--- config.mk ---
export PLATFORM = sky130hd
export DESIGN_NAME = mips_multicycle_sequencer
export DESIGN_NICKNAME = d
export VERILOG_FILES = /design/src/rtl/mips_multicycle_sequencer.sv
export SDC_FILE = /design/constraint.sdc
export NUM_CORES = 1
export LEC_CHECK = 0
export ABC_AREA = 1
export ABC_CLOCK_PERIOD_IN_PS = 2400
export CORE_MARGIN = 8
export CORE_UTILIZATION = 35
export DETAILED_ROUTE_END_ITERATION = 16
export PLACE_DENSITY = 0.66
export SLEW_MARGIN = 20
export SYNTH_ARGS = -nofsm -noshare
export SYNTH_HDL_FRONTEND = slang
export SYNTH_SLANG_ARGS = --single-unit
--- constraint.sdc ---
create_clock -name Clk -period 2.4 [get_ports Clk]
set_input_delay 0.48 -clock Clk [delete_from_list [all_inputs] [get_ports Clk]]
set_output_delay 0.48 -clock Clk [all_outputs]
set_load 0.01 [all_outputs]
--- src/rtl/mips_multicycle_sequencer.sv ---
// Multi-cycle phase sequencer for the 8-bit MIPS datapath: FETCH/DECODE/EXEC/MEM/WB with a tick prescaler.
// Optional single-step input enabled by defining MIPS_SEQ_STEP_EN.
module mips_multicycle_sequencer #(
   parameter int TICK_DIV = 4,
   parameter int CNT_W    = 8
) (
   input  logic             Clk,
   input  logic             Reset,
   input  logic             run,
   input  logic             halt_req,
`ifdef MIPS_SEQ_STEP_EN
   input  logic             step,
`endif
   input  logic [1:0]       instr_op,
   output logic             ir_load,
   output logic             pc_en,
   output logic             pc_sel,
   output logic             reg_dst,
   output logic             alu_src,
   output logic             alu_op,
   output logic             mem_read,
   output logic             mem_write,
   output logic             mem_to_reg,
   output logic             reg_write,
   output logic             busy,
   output logic [2:0]       state,
   output logic [CNT_W-1:0] instr_count
);
   localparam int PW = (TICK_DIV > 1) ? $clog2(TICK_DIV) : 1;
   localparam logic [PW-1:0] LAST = PW'(TICK_DIV - 1);

   localparam logic [1:0] OP_ADD = 2'b00;
   localparam logic [1:0] OP_LW  = 2'b01;
   localparam logic [1:0] OP_SW  = 2'b10;
   localparam logic [1:0] OP_J   = 2'b11;

   typedef enum logic [2:0] {
      IDLE   = 3'd0,
      FETCH  = 3'd1,
      DECODE = 3'd2,
      EXEC   = 3'd3,
      MEM    = 3'd4,
      WB     = 3'd5
   } state_t;

   state_t           state_reg, state_next;
   logic [PW-1:0]    cnt_reg;
   logic [1:0]       op_reg, op_next;
   logic [CNT_W-1:0] count_reg, count_next;
   logic             tick, terminal, active, count_en;
   logic             step_pend_reg, single_reg;

`ifdef MIPS_SEQ_STEP_EN
   logic step_q_reg, step_qq_reg;

   // A step edge is only armed from IDLE with run low; edges while busy are discarded.
   always_ff @(posedge Clk or negedge Reset) begin
      if (!Reset) begin
         step_q_reg    <= 1'b0;
         step_qq_reg   <= 1'b0;
         step_pend_reg <= 1'b0;
         single_reg    <= 1'b0;
      end else begin
         step_q_reg  <= step;
         step_qq_reg <= step_q_reg;
         if (state_reg != IDLE)
            step_pend_reg <= 1'b0;
         else if (step_q_reg && !step_qq_reg && !run)
            step_pend_reg <= 1'b1;
         if (state_reg == IDLE)
            single_reg <= step_pend_reg && !(run && !halt_req);
      end
   end
`else
   assign step_pend_reg = 1'b0;
   assign single_reg    = 1'b0;
`endif

   assign tick     = (cnt_reg == LAST);
   assign active   = (state_reg == DECODE) || (state_reg == EXEC) ||
                     (state_reg == MEM)    || (state_reg == WB);
   assign busy     = active || (state_reg == FETCH);
   assign count_en = busy || run || step_pend_reg;

   always_ff @(posedge Clk or negedge Reset) begin
      if (!Reset) begin
         state_reg <= IDLE;
         cnt_reg   <= '0;
         op_reg    <= OP_ADD;
         count_reg <= '0;
      end else begin
         state_reg <= state_next;
         op_reg    <= op_next;
         count_reg <= count_next;
         if (!count_en || cnt_reg == LAST)
            cnt_reg <= '0;
         else
            cnt_reg <= cnt_reg + 1'b1;
      end
   end

   always_comb begin
      state_next = state_reg;
      op_next    = op_reg;
      count_next = count_reg;
      terminal   = 1'b0;
      case (state_reg)
         IDLE: begin
            if (tick && ((run && !halt_req) || step_pend_reg))
               state_next = FETCH;
         end
         FETCH: begin
            if (tick) begin
               op_next    = instr_op;
               state_next = DECODE;
            end
         end
         DECODE: begin
            if (tick)
               state_next = EXEC;
         end
         EXEC: begin
            if (tick) begin
               if (op_reg == OP_ADD)
                  state_next = WB;
               else if (op_reg == OP_J)
                  terminal = 1'b1;
               else
                  state_next = MEM;
            end
         end
         MEM: begin
            if (tick) begin
               if (op_reg == OP_LW)
                  state_next = WB;
               else
                  terminal = 1'b1;
            end
         end
         WB: terminal = tick;
         default: state_next = IDLE;
      endcase
      // run/halt_req only matter at instruction boundaries.
      if (terminal) begin
         count_next = count_reg + 1'b1;
         state_next = (run && !halt_req && !single_reg) ? FETCH : IDLE;
      end
   end

   assign ir_load     = (state_reg == FETCH);
   assign reg_dst     = active && (op_reg == OP_ADD);
   assign alu_op      = active && (op_reg == OP_ADD);
   assign alu_src     = active && ((op_reg == OP_LW) || (op_reg == OP_SW));
   assign mem_to_reg  = active && (op_reg == OP_LW);
   assign mem_read    = (op_reg == OP_LW) && ((state_reg == MEM) || (state_reg == WB));
   assign pc_sel      = (op_reg == OP_J) && (state_reg == EXEC);
   assign mem_write   = (op_reg == OP_SW) && (state_reg == MEM) && tick;
   assign reg_write   = (state_reg == WB) && tick &&
                        ((op_reg == OP_ADD) || (op_reg == OP_LW));
   assign pc_en       = terminal;
   assign state       = state_reg;
   assign instr_count = count_reg;
endmodule

# [After elaboration in Yosys (flattened, before gate mapping)]
# Cells that the tools add are included.
[classes] addsub=2 n_eq_ne=17 muxes=18 reduce_logical=26
[op_table] cell="2-to-1 mux 3 bit" n=9
[op_table] cell="case mux 3 bit (6 select lines)" n=1
[op_table] cell="inequality test 3 bit (second input constant)" n=4
[op_table] cell="logical AND 1 bit" n=11
[op_table] cell="logical OR 1 bit" n=9
[op_table] cell="adder 8 x 1 -> 8 bit (second input constant)" n=1
[op_table] cell="AND reduction 8 bit" n=1
[op_table] cell="equality test 2 bit (second input constant)" n=3
[op_table] cell="equality test 3 x 2 -> 1 bit (second input constant)" n=2
[op_table] cell="equality test 3 bit (second input constant)" n=2
[op_table] cell="2-to-1 mux 1 bit" n=6
[op_table] cell="inequality test 4 bit (second input constant)" n=1
[op_table] cell="equality test 3 x 1 -> 1 bit (second input constant)" n=1
[op_table] cell="zero test 3 bit" n=1
[op_table] cell="inequality test 3 x 1 -> 1 bit (second input constant)" n=1
[op_table] cell="inequality test 3 x 2 -> 1 bit (second input constant)" n=1
[op_table] cell="case mux 1 bit (3 select lines)" n=1
[op_table] cell="adder 2 x 1 -> 2 bit (second input constant)" n=1
[op_table] cell="equality test 2 x 1 -> 1 bit (second input constant)" n=1
[op_table] cell="zero test 1 bit" n=2
[op_table] cell="zero test 2 bit" n=1
[op_table] cell="2-to-1 mux 2 bit" n=1
[op_table] cell="inequality test 2 bit (second input constant)" n=1
[op_table] cell="AND reduction 2 bit" n=1
[word_totals] reg_bits=15 out_inout_bits=22

# [Longest topological paths before layout]
# Gate-level depths: netlist of run 1.
[logic_depth] word_depth=9 mapped_depth=10 ltp_nobuf=10

# [Worst setup path after synthesis of run 1]
# OpenSTA, ideal clock, no wires.
[synth_timing] path_type="register -> output" startpoint="register state_reg[2] (netlist: state[2])" endpoint="output port reg_dst" arrival_ns=1.189 t_required_ns=1.920 setup_slack_ns=0.731 stages_incl_launch_ff=8 path_buffers=2 path_cell_list="dfrtp_1 > buf_4 > nor2_1 > inv_1 > nand3_1 > nand2_1 > inv_1 > buf_4"
[synth_between] elab_chain_cells=5 elab_cells_between_ends=8 classes_between="eq/ne (4); reduce/logical (4)"
[synth_rtl] element="from (decl)" line_no="46" rtl="state_t state_reg, state_next;"
[synth_rtl] element="from (signal assigned)" line_no="92" rtl="state_reg <= state_next;"
[synth_rtl] element="equality test 3 x 2 -> 1 bit" line_no="80" rtl="assign active = (state_reg == DECODE) || (state_reg == EXEC) ||"
[synth_rtl] element="logical OR 1 bit (2 in a row)" line_no="80"
[synth_rtl] element="logical OR 1 bit *" line_no="81" rtl="(state_reg == MEM) || (state_reg == WB);"
[synth_rtl] element="logical AND 1 bit *"
[synth_rtl] element="to (decl)" line_no="18" rtl="output logic reg_dst,"
# Mark *: on every way between the ends. The rest lies on a longest branch, timed or not.

# [Worst setup path after layout of run 1]
[layout_timing] startpoint="register state_reg[2] (netlist: state[2])" endpoint="output port pc_en"
[layout_between] elab_chain_cells=2 elab_cells_between_ends=4 classes_between="eq/ne (3); mux (1)"
[layout_rtl] element="equality test 3 bit / equality test 3 x 2 -> 1 bit (equally long branches)" line_no="107" rtl="case (state_reg)"
[layout_rtl] element="case mux 1 bit (3 select lines) *" line_no="107"
[layout_rtl] element="to (decl)" line_no="16" rtl="output logic pc_en,"
# Marked as above.

==> results of run 1 <==
power by group through the flow:
stage	combinational (mW)	sequential, mW	clock, mW
floorplan	0.503	0.401	0
global placement	0.722	0.420	0
detailed placement	0.728	0.427	0
CTS	0.732	0.426	0.156
global route	0.885	0.440	0.163
finish	0.785	0.429	0.148
layout by cell type, fill, tap and decap left out, types with 3 or more instances in the layout:
cell type        count
a21oi_1              4
clkdlybuf4s50_1     24
xor2_1               3
nand2_1             25
nor2_1              10
dfrtp_1             12
inv_1               17
clkbuf_4             3
nor3_1               3
inv_2                6
buf_4                5
dfrtp_2              3
nand3_1             13
ha_1                 6
o21ai_0              5
nand2_4              5
dlymetal6s2s_1       3
nand2_2              3
metal layers:
metal | global-route usage | wire [microns] | up-vias
met4 | 0.0522 | 85 | 0
met1 | 0.0999 | 986 | 427
met3 | 0.0293 | 92 | 10
met2 | 0.161 | 1220 | 21
li1 | - | - | 472
met5 | 0 | 0 | -
what timing repair did:
| action | CTS | global route |
|---|---|---|
| pin swaps | 0 | 0 |
| buffers inserted | 0 | 4 |
| resized for setup | 3 | 9 |
| endpoints found under the setup margin | 5 | 9 |
cell type report:
class / count / area share
Sequential cell: 15 / 0.261
Tap cell: 33 / 0.0284
Clock buffer: 4 / 0.0181
Inverter: 23 / 0.0594
Multi-Input combinational cell: 89 / 0.413
Timing Repair Buffer: 33 / 0.220
cells by family (layout without fill, tap and decap cells):
family                     count (synthesis)  count (layout)  synth area share
and+or+nand+nor                           65              65             0.313
buffers and inverters                     27              60             0.122
DFF                                       15              15             0.344
AOI/OAI and AO/OA                         10              10            0.0563
adders and majority gates                  7               7            0.0804
xor gates and xnor gates                   7               7            0.0838
critical path, stage by stage (launching register included):
cell             delay [ns]
dfrtp_2                0.48
buf_4                  0.16
nand4_1                0.15
buf_4                  0.20
nand2_4                0.06
clkdlybuf4s50_1        0.53
per-stage QoR:
step	hold slack, ns	TNS [ns]
final	0.498	0
after detailed placement	0.428	0
after CTS	0.440	0
after global routing	0.527	-0.00514
after floorplan	0.184	0
after global placement	0.420	0
worst min path at each step:
stage,start,cells after the start,end,slack (ns)
5_1_grt,cnt_reg[0],1,cnt_reg[0],0.53
2_1_floorplan,Reset,0,cnt_reg[0],0.18
4_1_cts,cnt_reg[0],1,cnt_reg[0],0.44
6_report,cnt_reg[0],1,cnt_reg[0],0.50
3_5_place_dp,cnt_reg[0],1,cnt_reg[0],0.43
3_3_place_gp,cnt_reg[0],1,cnt_reg[0],0.42
==> flow_summary.yaml, run 1 <==
status:
  status: "finished, final reports clean"
drt:
  drtAntennaViolNets: 0
  dr.pass1.iters: 4
  drc: 0
  vias_per_cell: 4.72
  wl_per_cell_microns: 12.1
  drt-initial-drc-count: 20
  via_count: 930
  routed_wl_mm: 2.39
clocking:
  cts_made_buffers: 3
  cts.path.max_buffers: 2
  root_buffer: "clkbuf_4"
  cts_tree: "built"
  ctsHoldBuffers: 0
  htreeDepth: 1
  cts_sinks: 15
  cts.clk_slew.worst_paths_ns: 0.10
  insertion_delay_ns: 0.29
timing:
  min_period_over_period: 0.982
  fin_skew_ns: 0.0128
  worst_pin_slew_ns: 0.659
  maxSlewHeadroom: 0.559
  setup_ws_ns: 0.0428
  finalHoldViolations: 0
  drv_slew: 0
  setup_viol: 0
  fmax_mhz: 424
  min_period_ns: 2.36
floorplan:
  start_util: 0.363
  io_pins: 28
  rows: 20
  die_w_microns: 71.8
  die_h_microns: 71.8
  fp.coreArea_sq_um: 3000
  die_area_sq_um: 5160
cells_and_area:
  final_cells: 197
  fill_cells: 289
  antennaDiodeCount: 0
  finalInstanceArea_sq_um: 1450
  final_layout_size_suffix_gt1_frac: 0.226
  largest_reg_flops: 8
  final_util: 0.484
  regArea_sq_um: 379
  area.growth.synth_to_final_pct: 33.3
  fin_nets: 178
  multi_input_area_sq_um: 599
critical_path:
  path_class: "flip-flop to output port"
  worstPathRequired_ns: 1.92
  cp-startpoint: "state[2]"
  r2r_cells: 7
  cp-end-kind: "output port"
  critPathCapture: "pc_en"
  rr_endpoint: "instr_count[4]"
  rrSetupSlack_ns: 0.80
  startpoint_type: "flip-flop"
  crit_arrival_ns: 1.88
  r2r_start: "state[2]"
  worstPathMaxFanout: 8
placement:
  post-dp-hpwl_mm: 1.90
  placed_area_sq_um: 1370
  place_congestion: 0.928
  numPortBuffers: 27
  dp.cells: 189
  pre_cts_ws_ns: 0.281
power:
  power_switching_mw: 0.614
  power.density_nw_per_um2: 937
  p_int_mw: 0.747
  power_frac_seq: 0.315
  report.power.total_mw: 1.36
  vdd_ir_drop_max_v: 0.000329
  sw_frac_of_total: 0.451
  power_frac_comb: 0.576
  power_frac_clock: 0.109
  p_leak_nw: 0.766
yosys:
  synthTopCellsByCount: "nand2_1, inv_1, dfrtp_1, nand3_1, nor2_1"
  synthesis.nets: 144
  synth.area.top_cells: "dfrtp_1, nand2_1, ha_1"
  ys_ff_latch: 15
  yosys_warnings: 0
  netlist_area_sq_um: 1090
  avgSynthCellArea_sq_um: 8.32
  yosysTopAreaCell: "dfrtp_1"
  yosysSeqAreaShare: 0.344
  synth_edf_count: 0
  synth_top_area_share: 0.344
  yosys.cell_count.top_type: "nand2_1"
  synth-main-ff-cell: "dfrtp_1"
  synth_cell_types: 23
  async_flop_share: 1.00
  netlist_instances: 131
flow_run:
  cap_viol_max_count: 0
global_route:
  grtUsageTotal: 0.0940
  grt_max_degree: 16
  grt_overflow_total: 0
  grt_pass1_wl_mm: 3.94
  antenna_found_initial: 0
  grt_pass1_vias: 919
hold_path:
  worstHoldPathType: "flip-flop to flip-flop"
Power figures use the tool's default switching activity.
==> run 2, diff against run 1 <==
- CORE_ASPECT_RATIO: default -> 1.2
- CTS_CLUSTER_SIZE: default -> 16
==> flow_summary.yaml, run 2 (same netlist as run 1, synthesis figures left out) <==
status:
  status: "finished, final reports clean"
clocking:
  htreeDepth: 1
  cts_sinks: 15
  root_buffer: "clkbuf_4"
  ctsHoldBuffers: 0
  insertion_delay_ns: 0.28
  cts.path.max_buffers: 2
  cts.clk_slew.worst_paths_ns: 0.09
  cts_tree: "built"
  cts_made_buffers: 3
cells_and_area:
  fin_nets: 178
  final_cells: 200
  final_cell_mix: "nand2_1, clkdlybuf4s50_1, inv_1, nand3_1, dfrtp_1"
  final_layout_size_suffix_gt1_frac: 0.220
  antennaDiodeCount: 0
  final_util: 0.476
  area.growth.synth_to_final_pct: 32.3
  largest_reg_flops: 8
floorplan:
  die_w_microns: 66.9
  die_h_microns: 77.1
  start_util: 0.360
  fp.coreArea_sq_um: 3030
  die_area_sq_um: 5160
  io_pins: 28
  rows: 22
timing:
  rsz0062_at_grt: "yes"
  setup_viol: 0
  setup_ws_ns: 0.101
  min_period_ns: 2.30
  fmax_mhz: 435
  worst_pin_slew_ns: 0.684
  min_period_over_period: 0.958
  maxSlewHeadroom: 0.543
  finalHoldViolations: 0
  hold_ws_ns: 0.443
  drv_slew: 0
  fin_skew_ns: 0.000728
drt:
  dr.pass1.iters: 4
  via_count: 921
  vias_per_cell: 4.61
  drt-initial-drc-count: 29
  drc: 0
  drtAntennaViolNets: 0
  wl_per_cell_microns: 11.8
  routed_wl_mm: 2.37
power:
  vdd_ir_drop_max_v: 0.000549
  power_frac_comb: 0.579
  sw_frac_of_total: 0.448
  power_frac_clock: 0.110
  power_frac_seq: 0.311
  power_switching_mw: 0.600
  p_leak_nw: 0.749
  report.power.total_mw: 1.34
  p_int_mw: 0.741
  power.density_nw_per_um2: 930
critical_path:
  cp_slowest_stage_delay_ns: 0.55
  cp-end-kind: "output port"
  r2r_cells: 7
  worstPathMaxFanout: 4
  crit_path_cell_trace: "inv_2, nand2_1, nor2_1, inv_2, nand4_2, clkdlybuf4s50_1"
  rr_endpoint: "instr_count[4]"
  crit_top_cell: "inv_2"
  r2r_start: "state[2]"
  rrSetupSlack_ns: 0.85
  slowest_stage: "clkdlybuf4s50_1"
  startpoint_type: "flip-flop"
  path_class: "flip-flop to output port"
  crit_arrival_ns: 1.82
  worstPathRequired_ns: 1.92
hold_path:
  worstHoldStart: "cnt_reg[0]"
  min_to: "cnt_reg[0]"
  worstHoldPathType: "flip-flop to flip-flop"
  hold_depth: 1
flow_run:
  cap_viol_max_count: 0
global_route:
  antenna_found_initial: 0
  grt_pass1_vias: 929
  grtUsageTotal: 0.0985
  grt_overflow_total: 0
  grt_max_degree: 16
  grt_pass1_wl_mm: 4.16
placement:
  dp.cells: 192
  post-dp-hpwl_mm: 1.91
  numPortBuffers: 27
  pre_cts_ws_ns: 0.293
  place_congestion: 0.867
run 2: cell count changes in the layout (fill, tap and decap cells not counted), sizes merged:
cell	before	now
clkdlybuf4s50	24	25
dlymetal6s2s	3	2
run 2: worst max-delay path: cells and delay by family (launching register included):
kind / cells / cell delay, ns
and+or+nand+nor: 3 / 0.35
DFF: 1 / 0.46
buffers and inverters: 3 / 0.72
run 2: how the worst max path moves through the flow:
stage | to | depth (start not counted) | from
floorplan | reg_dst | 7 | state[2]
detailed placement | alu_op | 7 | state[1]
global placement | reg_dst | 7 | state[1]
CTS | pc_en | 5 | state[0]
finish | busy | 6 | state[1]
global route | reg_dst | 6 | state[2]
run 2: timing repair:
action                     4_1_cts  5_1_grt
setup endpoints to repair        4        8
buffers inserted                 0        4
resized for setup                2        9
run 2: power groups by stage:
| stage | Sequential [mW] | Clock (mW) | Combinational (mW) |
|---|---|---|---|
| after floorplan | 0.401 | 0 | 0.503 |
| after global placement | 0.423 | 0 | 0.716 |
| after detailed placement | 0.426 | 0 | 0.731 |
| after CTS | 0.424 | 0.154 | 0.732 |
| after global routing | 0.427 | 0.169 | 0.879 |
| final | 0.417 | 0.148 | 0.776 |
run 2: stage by stage:
stage | TNS [ns] | area [sq um]
2_1_floorplan | 0 | 1090
3_3_place_gp | 0 | 1370
3_5_place_dp | 0 | 1370
4_1_cts | 0 | 1400
5_1_grt | -0.0401 | 1440
6_report | 0 | 1440
run 2: final cells by class:
cell class                      count  area [sq um]
Tap cell                           36          45.0
Timing Repair Buffer               33           318
Fill cell                         307          1590
Clock buffer                        4          26.3
Sequential cell                    15           379
Multi-Input combinational cell     89           587
Inverter                           23          86.3
run 2: layer usage:
layer / part of all wire / GRT usage / vias to the layer above
met4: 0.0051 / 0.0314 / 0
li1: - / - / 472
met2: 0.50 / 0.165 / 21
met1: 0.41 / 0.114 / 426
met5: 0 / 0 / -
met3: 0.084 / 0.0305 / 2
